$ cat config.mk
export PLATFORM = sky130hd
export DESIGN_NAME = osc_note_sequencer
export DESIGN_NICKNAME = d
export VERILOG_FILES = /design/src/rtl/osc_note_sequencer.sv
export SDC_FILE = /design/constraint.sdc
export NUM_CORES = 1
export LEC_CHECK = 0
export CAP_MARGIN = 20
export CORE_ASPECT_RATIO = 2
export CORE_MARGIN = 2
export CORE_UTILIZATION = 61
export DETAILED_ROUTE_END_ITERATION = 8
export PLACE_DENSITY_LB_ADDON = 0.2
export SYNTH_ARGS = -nofsm -noshare
export SYNTH_HDL_FRONTEND = slang
export SYNTH_SLANG_ARGS = --single-unit
$ cat constraint.sdc
create_clock -name i_clk -period 5.6 [get_ports i_clk]
set_input_delay 1.68 -clock i_clk [delete_from_list [all_inputs] [get_ports i_clk]]
set_output_delay 1.68 -clock i_clk [all_outputs]
set_load 0.03 [all_outputs]
$ cat src/rtl/osc_note_sequencer.sv
// Note-table sequencer for an audio oscillator: plays host-written notes back to back,
// advancing only on oscillator sample boundaries.
module osc_note_sequencer #(
    parameter int unsigned DEPTH  = 16,
    parameter int unsigned ADDR_W = 4,
    parameter int unsigned DUR_W  = 16
) (
    input  logic              i_clk,
    input  logic              i_reset,
    input  logic              i_wr_en,
    input  logic [ADDR_W-1:0] i_wr_addr,
    input  logic [31:0]       i_wr_divisor,
    input  logic [7:0]        i_wr_duty,
    input  logic              i_wr_waveform,
    input  logic [DUR_W-1:0]  i_wr_duration,
    input  logic              i_start,
    input  logic              i_stop,
    input  logic              i_loop_en,
    input  logic [ADDR_W-1:0] i_last_index,
    input  logic              i_sample_strobe,
    output logic [31:0]       o_divisor,
    output logic [7:0]        o_duty,
    output logic              o_waveform,
    output logic              o_gate,
    output logic              o_busy,
    output logic [ADDR_W-1:0] o_note_index,
    output logic              o_note_start,
    output logic              o_done
);

    localparam int unsigned EntryW = DUR_W + 41;

    typedef enum logic [2:0] {StIdle, StFetch, StArm, StFetchNext, StPlay} state_e;

    state_e            r_state, w_state_next;
    logic [EntryW-1:0] r_mem [DEPTH];
    logic [EntryW-1:0] r_rd_data;
    logic [EntryW-1:0] r_pending;
    logic [ADDR_W-1:0] r_rd_idx;
    logic [ADDR_W-1:0] r_pend_idx;
    logic [DUR_W-1:0]  r_remaining;
    logic              r_eos;

    logic [31:0]       w_pend_div;
    logic [7:0]        w_pend_duty;
    logic              w_pend_wave;
    logic [DUR_W-1:0]  w_pend_dur;
    logic [DUR_W-1:0]  w_dur_eff;
    logic [ADDR_W-1:0] w_next_idx;
    logic              w_next_eos;
    logic              w_start_ok, w_apply, w_finish, w_decr, w_stop_now;
    logic              w_rd_en;
    logic [ADDR_W-1:0] w_rd_addr;

    assign w_pend_div  = r_pending[DUR_W+40:DUR_W+9];
    assign w_pend_duty = r_pending[DUR_W+8:DUR_W+1];
    assign w_pend_wave = r_pending[DUR_W];
    assign w_pend_dur  = r_pending[DUR_W-1:0];
    assign w_dur_eff   = (w_pend_dur == '0) ? DUR_W'(1) : w_pend_dur;

    // Table read data is old-on-collision; pending is a private copy, so later writes
    // never disturb a note already fetched.
    always_ff @(posedge i_clk) begin
        if (i_wr_en) begin
            r_mem[i_wr_addr] <= {i_wr_divisor, i_wr_duty, i_wr_waveform, i_wr_duration};
        end
        if (w_rd_en) begin
            r_rd_data <= r_mem[w_rd_addr];
        end
    end

    always_comb begin
        if (r_pend_idx == i_last_index) begin
            w_next_idx = '0;
            w_next_eos = !i_loop_en;
        end else begin
            w_next_idx = r_pend_idx + ADDR_W'(1);
            w_next_eos = 1'b0;
        end
    end

    always_comb begin
        w_state_next = r_state;
        w_start_ok   = 1'b0;
        w_apply      = 1'b0;
        w_finish     = 1'b0;
        w_decr       = 1'b0;
        w_stop_now   = 1'b0;
        w_rd_en      = 1'b0;
        w_rd_addr    = '0;
        unique case (r_state)
            StIdle: begin
                // A start coinciding with the done pulse is dropped.
                if (i_start && !i_stop && !o_done) begin
                    w_start_ok   = 1'b1;
                    w_rd_en      = 1'b1;
                    w_state_next = StFetch;
                end
            end
            StFetch: w_state_next = StArm;
            StArm: begin
                if (i_sample_strobe) begin
                    w_apply      = 1'b1;
                    w_rd_en      = 1'b1;
                    w_rd_addr    = w_next_idx;
                    w_state_next = StFetchNext;
                end
            end
            StFetchNext: begin
                w_decr       = i_sample_strobe && (r_remaining > DUR_W'(1));
                w_state_next = StPlay;
            end
            StPlay: begin
                if (i_sample_strobe) begin
                    if (r_remaining > DUR_W'(1)) begin
                        w_decr = 1'b1;
                    end else if (r_eos) begin
                        w_finish     = 1'b1;
                        w_state_next = StIdle;
                    end else begin
                        w_apply      = 1'b1;
                        w_rd_en      = 1'b1;
                        w_rd_addr    = w_next_idx;
                        w_state_next = StFetchNext;
                    end
                end
            end
            default: w_state_next = StIdle;
        endcase
        if (r_state != StIdle && i_stop) begin
            w_apply      = 1'b0;
            w_finish     = 1'b0;
            w_decr       = 1'b0;
            w_rd_en      = 1'b0;
            w_stop_now   = 1'b1;
            w_state_next = StIdle;
        end
    end

    always_ff @(posedge i_clk or posedge i_reset) begin
        if (i_reset) begin
            r_state <= StIdle;
        end else begin
            r_state <= w_state_next;
        end
    end

    always_ff @(posedge i_clk or posedge i_reset) begin
        if (i_reset) begin
            o_divisor    <= '0;
            o_duty       <= '0;
            o_waveform   <= 1'b0;
            o_gate       <= 1'b0;
            o_busy       <= 1'b0;
            o_note_index <= '0;
            o_note_start <= 1'b0;
            o_done       <= 1'b0;
            r_pending    <= '0;
            r_rd_idx     <= '0;
            r_pend_idx   <= '0;
            r_remaining  <= '0;
            r_eos        <= 1'b0;
        end else begin
            o_note_start <= 1'b0;
            o_done       <= 1'b0;
            if (w_start_ok) begin
                o_busy <= 1'b1;
            end
            if (w_rd_en) begin
                r_rd_idx <= w_rd_addr;
            end
            if (r_state == StFetch || r_state == StFetchNext) begin
                r_pending  <= r_rd_data;
                r_pend_idx <= r_rd_idx;
            end
            if (w_apply) begin
                o_divisor    <= w_pend_div;
                o_duty       <= w_pend_duty;
                o_waveform   <= w_pend_wave;
                o_gate       <= 1'b1;
                o_note_index <= r_pend_idx;
                o_note_start <= 1'b1;
                r_remaining  <= w_dur_eff;
                r_eos        <= w_next_eos;
            end
            if (w_decr) begin
                r_remaining <= r_remaining - DUR_W'(1);
            end
            if (w_finish || w_stop_now) begin
                o_gate      <= 1'b0;
                o_busy      <= 1'b0;
                r_remaining <= '0;
            end
            if (w_finish) begin
                o_done <= 1'b1;
            end
        end
    end

endmodule

==> results.json <==
{
  "outcome": "completed",
  "worst_path_max_delay_cell": "clkdlybuf4s50_1",
  "antenna_found_initial": 3,
  "synth_fa_ha_area_share_pct": 0.0890,
  "clock_power_share_pct": 29.9,
  "die_h_um": 376,
  "setup_viol": 0,
  "critPathArrivalTime_ns": 4.69,
  "fin_crit_ns": 4.31,
  "viasPerCell": 6.51,
  "drt.antenna.violating_nets": 0,
  "peakVddDrop_v": 0.000385,
  "cellLeakagePower_nw": 15.9,
  "synth_area_per_cell_um2": 17.2,
  "initial_core_util_pct": 61.5,
  "worstReg2RegStart": "r_pend_idx[0]",
  "worstHoldStart": "r_rd_data[26]",
  "synth-edff-count": 969,
  "die_w_um": 190,
  "switching_power_mw": 5.89,
  "max_stage_delay_ns": 0.56,
  "critPathTopFamily": "simple AND/OR/NAND/NOR gates",
  "tritoncts": "built",
  "grt_overflow": 0,
  "finalSetupTns_ns": 0,
  "synth-async-reset-ratio_pct": 12.1,
  "wire_per_inst_um": 28.9,
  "critPathLaunchType": "input port",
  "worst_slew_pin_slew_ns": 1.10,
  "reg2reg_to": "r_rd_data[46]",
  "reg2regPathDepth": 7,
  "drt-initial-drc-count": 2350,
  "hpwl_mm": 56.4,
  "synthCells": 2455,
  "p_per_area_mw_per_mm2": 438,
  "nets": 2670,
  "r2r_slack_ns": 1.73,
  "synth_cell_types": 60,
  "drv_slew": 0,
  "p_int_mw": 15.1,
  "worstHoldPathCells": 1,
  "clock-root-buffer": "clkbuf_16",
  "grt_max_degree": 73,
  "muxShareOfSynthArea_pct": 11.3,
  "synth_compound_gate_area_share_pct": 6.25,
  "ys_ff_latch": 1103,
  "h-tree-depth": 3,
  "clkTransAtPathRegs_ns": 0.07,
  "synthToLayoutAreaGrowth_pct": 13.6,
  "clk_latency_ns": 0.65,
  "synth_nets": 2530,
  "fp.coreArea_mm2": 0.0686,
  "clockBufferDepth": 3,
  "cts-buffers-inserted": 89,
  "synth-simple-area-share_pct": 3.81,
  "drive_gt1_share_pct": 16.0,
  "num_io_pins": 121,
  "synth_area_mm2": 0.0422,
  "worstHoldPathType": "reg2reg",
  "finalHoldViolCount": 0,
  "drc": 0,
  "holdBufCountCts": 0,
  "required_ns": 5.98,
  "p_comb_share_pct": 21.2,
  "fin_worst_skew_ns": 0.0234,
  "slew-limit-headroom_pct": 26.4,
  "fin_crit_sh_pct": 77.0,
  "critPathKind": "in2reg",
  "grt_use_total_pct": 29.3,
  "drv_cap": 0,
  "holdPathEnd": "r_pending[26]",
  "synth_warnings": 0,
  "grt_pass1_wl_mm": 151,
  "synth_top_family_by_area": "multiplexers",
  "synth_xor_area_share_pct": 0.166,
  "swShare_pct": 28.1,
  "row_count": 136,
  "fp.dieArea_mm2": 0.0714,
  "ys.flop_type": "edfxtp_1",
  "cts_sinks": 1103,
  "end_kind": "flop",
  "postCtsSetupRepairBufs": 0,
  "firstDrtPassIters": 5,
  "seq_power_share_pct": 49.0,
  "post_cts_resized": 0,
  "place_congestion": 0.891,
  "grt_pass1_vias": 24000,
  "drt-total-wl_mm": 103,
  "cp_max_fo": 50,
  "max_freq_mhz": 232,
  "crit_chain": "clkdlybuf4s50_1 -> nor2b_1 -> o21ai_0 -> nor2_1 -> nand2_1 -> nor2_4 -> buf_12 -> o22ai_1 -> or4_1",
  "port_buffers": 120,
  "ys_seq_area_share_pct": 77.0,
  "vias": 23200,
  "path_buf_inv": 2,
  "rsz0062_at_grt": "no",
  "p_total_mw": 21.0
}
metrics by stage:
stage          std cells  utilization [%]  setup WS [ns]  instance area [µm²]  hold slack [ns]
2_1_floorplan       2455                -          0.337                42200            0.454
3_3_place_gp        3401             65.6          0.729                45000            0.458
3_5_place_dp        3401             65.6          0.701                45000            0.467
4_1_cts             3564             69.9           1.40                47900            0.481
5_1_grt             3565             69.9           1.26                47900            0.485
6_report            3565             69.9           1.29                47900            0.479
sequential cells by signal, indices dropped and copies added, names as in the netlist, 3 cells and up:
name	flops
r_rd_data	57
o_duty	8
r_remaining	16
o_note_index	4
o_divisor	32
r_mem	912
r_rd_idx	4
r_pending	57
r_pend_idx	4
r_state	3
how the worst max path moves through the flow:
| stage | startpoint | to | cells after the start |
|---|---|---|---|
| after floorplan | i_reset | o_busy | 1 |
| after global placement | i_sample_strobe | r_rd_data[18] | 9 |
| after detailed placement | i_sample_strobe | o_duty[1] | 8 |
| after CTS | i_sample_strobe | r_rd_data[24] | 9 |
| after global routing | i_sample_strobe | r_rd_data[30] | 9 |
| final | i_sample_strobe | r_rd_data[30] | 9 |
worst register-to-register path, cell delays in order (launching register included):
cell	delay, ns
dfrtp_4	0.74
ha_4	0.90
buf_4	0.78
mux2i_1	0.34
a21oi_1	0.10
o21ai_0	0.21
o22ai_1	0.13
or4_1	0.41
cells by family (layout without fill, tap and decap cells):
logic type                 after synthesis  count (layout)
DFF                                   1103            1103
muxes                                  453             453
AOI/OAI and AO/OA                      421             421
and+or+nand+nor                        320             320
buffers and inverters                  147             359
xor gates and xnor gates                 8               8
adders and majority gates                3               3
other                                    0               1
per-layer routing:
layer / global-route usage, % / up-vias / share of wire [%]
met5: 0 / - / 0.024
met4: 13.4 / 4 / 4.5
met3: 4.26 / 283 / 7.0
met2: 51.8 / 1159 / 53
met1: 35.6 / 11800 / 36
li1: - / 9914 / -
cells in the final DEF (no fill, tap or decap), types with 34 or more instances in the layout:
cell	synthesis	layout
clkbuf_16	0	92
o21ai_0	102	101
clkdlybuf4s50_1	0	120
dfrtp_1	134	133
buf_4	4	36
or4_1	36	34
nor2_1	159	146
a21oi_1	79	79
mux2_2	167	167
o22ai_1	155	155
mux2i_1	281	281
edfxtp_1	969	969
layout make-up:
cell class / instances / area, µm²
repair buffers: 187 / 2090
flip-flops and latches: 1103 / 32500
inverters: 9 / 38.8
clock buffers: 125 / 2480
well taps: 897 / 1120
clock inverters: 38 / 415
multi-input cells: 1205 / 9300
diodes: 1 / 2.50
fillers: 4258 / 20700
power by group through the flow:
stage | clock network [mW] | registers [mW] | logic (mW)
after floorplan | 0 | 10.4 | 2.76
after global placement | 0 | 10.4 | 4.32
after detailed placement | 0 | 10.4 | 4.43
after CTS | 6.32 | 10.3 | 4.45
after global routing | 6.61 | 10.3 | 4.70
final | 6.26 | 10.3 | 4.44
Yosys cell counts (3+ instances only):
library cell	n	area, µm²
a21oi_1	79	395
or4_1	36	270
buf_2	9	45.0
buf_6	5	56.3
o21ai_0	102	510
buf_4	4	30.0
mux2i_1	281	2810
or3_1	22	138
mux2_1	5	56.3
a211oi_1	3	22.5
nand2b_1	10	62.6
o22ai_2	30	375
xnor2_1	7	61.3
ha_1	3	37.5
o221ai_1	7	61.3
nor4_1	9	56.3
nor2_1	159	597
o22a_1	3	26.3
nand2_1	22	82.6
mux2_2	167	1880
nand3_1	14	70.1
buf_1	19	71.3
or3b_1	5	43.8
nor3_1	19	95.1
dfrtp_1	134	3350
edfxtp_1	969	29100
o21ai_1	23	115
o22ai_1	155	970
nor2b_1	5	31.3
clkbuf_1	101	379
inv_1	9	33.8
nand3b_1	5	37.5
Power figures use the tool's default switching activity.
